## src/rtl/instruction_fetch_unit.sv

```systemverilog
// Instruction fetch unit: fetches words from instruction memory over a request/ready handshake.
// A one-entry last-address buffer skips memory on a repeated PC; a watchdog replaces silent fetches with a NOP.
module instruction_fetch_unit #(
   parameter int                   BUS_WIDTH = 16,
   parameter int                   TIMEOUT   = 16,
   parameter logic [BUS_WIDTH-1:0] NOP_INSTR = 16'h0000
) (
   input  logic                 clk,
   input  logic                 reset,
   input  logic [BUS_WIDTH-1:0] PC,
   input  logic                 fetchReq,
   input  logic                 flush,
   output logic [BUS_WIDTH-1:0] IR,
   output logic                 irValid,
   output logic                 busy,
   output logic                 fetchError,
   output logic [BUS_WIDTH-1:0] memAddr,
   output logic                 memRead,
   input  logic                 memReady,
   input  logic [BUS_WIDTH-1:0] memData
);

   localparam int CW = (TIMEOUT > 2) ? $clog2(TIMEOUT) : 1;
   localparam logic [CW-1:0] CNT_LAST = CW'(TIMEOUT - 1);

   localparam logic [0:0] IDLE = 1'b0;
   localparam logic [0:0] WAIT = 1'b1;

   logic [0:0]           state_q,      state_d;
   logic [BUS_WIDTH-1:0] ir_q,         ir_d;
   logic                 irValid_q,    irValid_d;
   logic                 busy_q,       busy_d;
   logic                 fetchError_q, fetchError_d;
   logic [BUS_WIDTH-1:0] memAddr_q,    memAddr_d;
   logic                 memRead_q,    memRead_d;
   logic [BUS_WIDTH-1:0] tagAddr_q,    tagAddr_d;
   logic                 tagValid_q,   tagValid_d;
   logic                 nocache_q,    nocache_d;
   logic [CW-1:0]        count_q,      count_d;

   logic                 tagHit;

   // A flush arriving with the request forces a miss even when the tag matches.
   assign tagHit = tagValid_q && (PC == tagAddr_q) && !flush;

   always_comb begin
      state_d      = state_q;
      ir_d         = ir_q;
      irValid_d    = 1'b0;
      busy_d       = busy_q;
      fetchError_d = fetchError_q;
      memAddr_d    = memAddr_q;
      memRead_d    = memRead_q;
      tagAddr_d    = tagAddr_q;
      tagValid_d   = tagValid_q;
      nocache_d    = nocache_q;
      count_d      = count_q;

      case (state_q)
         IDLE: begin
            if (flush) begin
               tagValid_d = 1'b0;
            end
            if (fetchReq) begin
               if (tagHit) begin
                  irValid_d = 1'b1;
               end else begin
                  memAddr_d = PC;
                  memRead_d = 1'b1;
                  busy_d    = 1'b1;
                  count_d   = '0;
                  nocache_d = flush;
                  state_d   = WAIT;
               end
            end
         end

         WAIT: begin
            // memReady is checked first so a reply on the last watchdog cycle still completes normally.
            if (memReady) begin
               ir_d       = memData;
               irValid_d  = 1'b1;
               memRead_d  = 1'b0;
               busy_d     = 1'b0;
               tagAddr_d  = memAddr_q;
               tagValid_d = !(nocache_q || flush);
               state_d    = IDLE;
            end else if (count_q == CNT_LAST) begin
               ir_d         = NOP_INSTR;
               irValid_d    = 1'b1;
               fetchError_d = 1'b1;
               tagValid_d   = 1'b0;
               memRead_d    = 1'b0;
               busy_d       = 1'b0;
               state_d      = IDLE;
            end else begin
               count_d = count_q + CW'(1);
               if (flush) begin
                  nocache_d = 1'b1;
               end
            end
         end

         default: begin
            state_d = IDLE;
         end
      endcase
   end

   always_ff @(posedge clk) begin
      if (reset) begin
         state_q      <= IDLE;
         ir_q         <= NOP_INSTR;
         irValid_q    <= 1'b0;
         busy_q       <= 1'b0;
         fetchError_q <= 1'b0;
         memAddr_q    <= '0;
         memRead_q    <= 1'b0;
         tagAddr_q    <= '0;
         tagValid_q   <= 1'b0;
         nocache_q    <= 1'b0;
         count_q      <= '0;
      end else begin
         state_q      <= state_d;
         ir_q         <= ir_d;
         irValid_q    <= irValid_d;
         busy_q       <= busy_d;
         fetchError_q <= fetchError_d;
         memAddr_q    <= memAddr_d;
         memRead_q    <= memRead_d;
         tagAddr_q    <= tagAddr_d;
         tagValid_q   <= tagValid_d;
         nocache_q    <= nocache_d;
         count_q      <= count_d;
      end
   end

   assign IR         = ir_q;
   assign irValid    = irValid_q;
   assign busy       = busy_q;
   assign fetchError = fetchError_q;
   assign memAddr    = memAddr_q;
   assign memRead    = memRead_q;

endmodule

```

## config.mk

```make
export PLATFORM = sky130hd
export DESIGN_NAME = instruction_fetch_unit
export DESIGN_NICKNAME = d
export VERILOG_FILES = /design/src/rtl/instruction_fetch_unit.sv
export SDC_FILE = /design/constraint.sdc
export NUM_CORES = 1
export LEC_CHECK = 0
export CORE_MARGIN = 4
export CORE_UTILIZATION = 50
export CTS_CLUSTER_SIZE = 30
export DETAILED_ROUTE_END_ITERATION = 16
export PLACE_DENSITY_LB_ADDON = 0.2
export SLEW_MARGIN = 10
export SYNTH_ARGS = -nofsm -noshare
export SYNTH_HDL_FRONTEND = slang
export SYNTH_SLANG_ARGS = --single-unit
```

## constraint.sdc

```tcl
create_clock -name clk -period 3.28 [get_ports clk]
set_input_delay 0.492 -clock clk [delete_from_list [all_inputs] [get_ports clk]]
set_output_delay 0.492 -clock clk [all_outputs]
set_load 0.005 [all_outputs]
```

==> results.cfg <==
[placed_design]
gp_congestion = 0.771
dp.cells = 374
place_ws_ns = 0.607
dp_hpwl_um = 3770
place_area_mm2 = 0.00317
port_buffers = 72

[floorplanning]
core_area_mm2 = 0.00472
fp-row-count = 25
die_w_um = 77.7
pin_count = 73
die_h_um = 77.7
dieArea_mm2 = 0.00604
start_util = 0.515

[sta]
setup_viol_count_final = 0
fin_ws_ns = 0.937
finalSetupTns_ns = 0
post-route-period-util = 0.714
hold_violations = 0
whs_ns = 0.466
finalCriticalPeriod_ns = 2.34
fin_skew_ns = 0.00476
max_freq_ghz = 0.427
maxSlewViolCount = 0
slew_headroom = 0.432
tightest_slew_ns = 0.853
rsz0062_at_grt = no

[worst_setup_path]
worst-setup-path-type = in2reg
arrival_ns = 2.59
critPathRequiredTime_ns = 3.53
cp_max_fo = 13
crit_path_end_kind = flop
start_kind = input pin

[cts]
cts_setup_buffers = 0
clockRootBuffer = clkbuf_8
clock_latency_ns = 0.32
path_clk_slew_ns = 0.06
numClockSinks = 58
h-tree-depth = 3
cts_buffer_depth = 2
cts_resized = 0
ctsHoldBuffers = 0
cts_tree = yes
numCtsBuffers = 9

[power_and_ir_drop]
power_mw = 1.50
power.density_mw_per_mm2 = 451
vdd_drop_max_mv = 0.372
p_leak_nw = 1.21

[final_layout]
postLayoutCoreUtil = 0.706
layout_common_cells = 72 x clkdlybuf4s50_1, 58 x dfxtp_1, 35 x nand2_1
final_common_cell = clkdlybuf4s50_1
nets = 356
drive_gt1_frac = 0.0656
fin_area_mm2 = 0.00333
stdcell_count = 387
antenna_cells = 0
area_delta_synth_final_pct = 37.1

[drt]
postRouteAntennaNets = 0
vias = 1955
dr.pass1.iters = 4
drtIter0Drc = 47
wire_per_inst_um = 14.3
drt-total-wl_um = 5540
vias_per_cell = 5.05
drc = 0

[run_status]
status = finished clean

[grt]
grt_remaining_overflow = 0
antenna_found_initial = 0
grt_pass1_wl_um = 9520
first_global_vias = 2072
grt_usage = 0.201
grt_start_max_net_pins = 40

[synthesis]
yosysWarnings = 0
avgSynthCellArea_um2 = 9.80
async_reset_ff_frac = 0
synth_edf_count = 0
ys_seq_area_frac = 0.478
ys_ff_latch = 58
synth_cell_types = 37
ys.flop_type = dfxtp_1
syn_nets = 286
synth_cells = 248
synth_area_mm2 = 0.00243

[min_path]
hold_path.class = reg2reg

[job]
cap_violations = 0
==> cells in the mapped netlist (3+ instances only) <==
| cell type | n | area [um2] |
|---|---|---|
| a22o_1 | 16 | 140 |
| nand2_1 | 35 | 131 |
| xnor2_1 | 16 | 140 |
| nand4_1 | 4 | 25.0 |
| clkbuf_1 | 9 | 33.8 |
| buf_2 | 4 | 20.0 |
| dfxtp_1 | 58 | 1160 |
| or2b_1 | 20 | 150 |
| nand2b_1 | 13 | 81.3 |
| a211oi_1 | 3 | 22.5 |
| nor2_1 | 5 | 18.8 |
| mux2i_1 | 16 | 160 |
| a21oi_1 | 18 | 90.1 |
==> logic make-up after synthesis <==
kind of cell,synth area share
AO/OA/AOI/OAI,0.129
multiplexers,0.0659
AND/OR/NAND/NOR,0.221
XOR/XNOR,0.0648
adder cells (fa/ha/maj),0.00515
flip-flops,0.478
buffers and inverters,0.0360
==> path summary, 6_finish.rpt <==
kind	startpoint	end	cells past startpoint	slack, ns
setup reg to reg	tagAddr_q[1]	memAddr[11]	5	1.27
hold / removal	tagAddr_q[12]	tagAddr_q[12]	2	0.47
hold reg to reg	tagAddr_q[12]	tagAddr_q[12]	2	0.47
setup / recovery	PC[1]	memAddr[11]	6	0.94
==> sequential cells by signal, summed over array words and instances (netlist names) <==
register	cells
memAddr	16
tagAddr_q	16
nocache_q	1
fetchError	1
tagValid_q	1
memRead	1
state_q	1
count_q	4
irValid	1
IR	16
==> layout make-up <==
class / instances / area (um2)
repair buffers: 75 / 743
multi-input cells: 173 / 1180
well taps: 67 / 83.8
flip-flops and latches: 58 / 1160
clock buffers: 13 / 159
inverters: 1 / 3.75
fillers: 380 / 1390
==> layer usage <==
metal  wire length (um)  track usage  vias to the layer above
met5                  0            0                        -
met4                137        0.105                        0
met3                179       0.0487                       12
met2               2800        0.333                       35
met1               2420        0.239                      928
li1                   -            -                      980
==> where the power goes <==
| part | internal, mW | switching, mW |
|---|---|---|
| logic | 0.123 | 0.0783 |
| clock network | 0.303 | 0.243 |
| registers | 0.734 | 0.0210 |
| total | 1.16 | 0.342 |
==> critical path, cell delays in order <==
cell and delay (ns):
clkdlybuf4s50_1 0.49, xor2_1 0.25, nor4b_4 0.10, a21oi_2 0.70, buf_4 0.34, mux2i_1 0.20
Power figures use the tool's default switching activity.
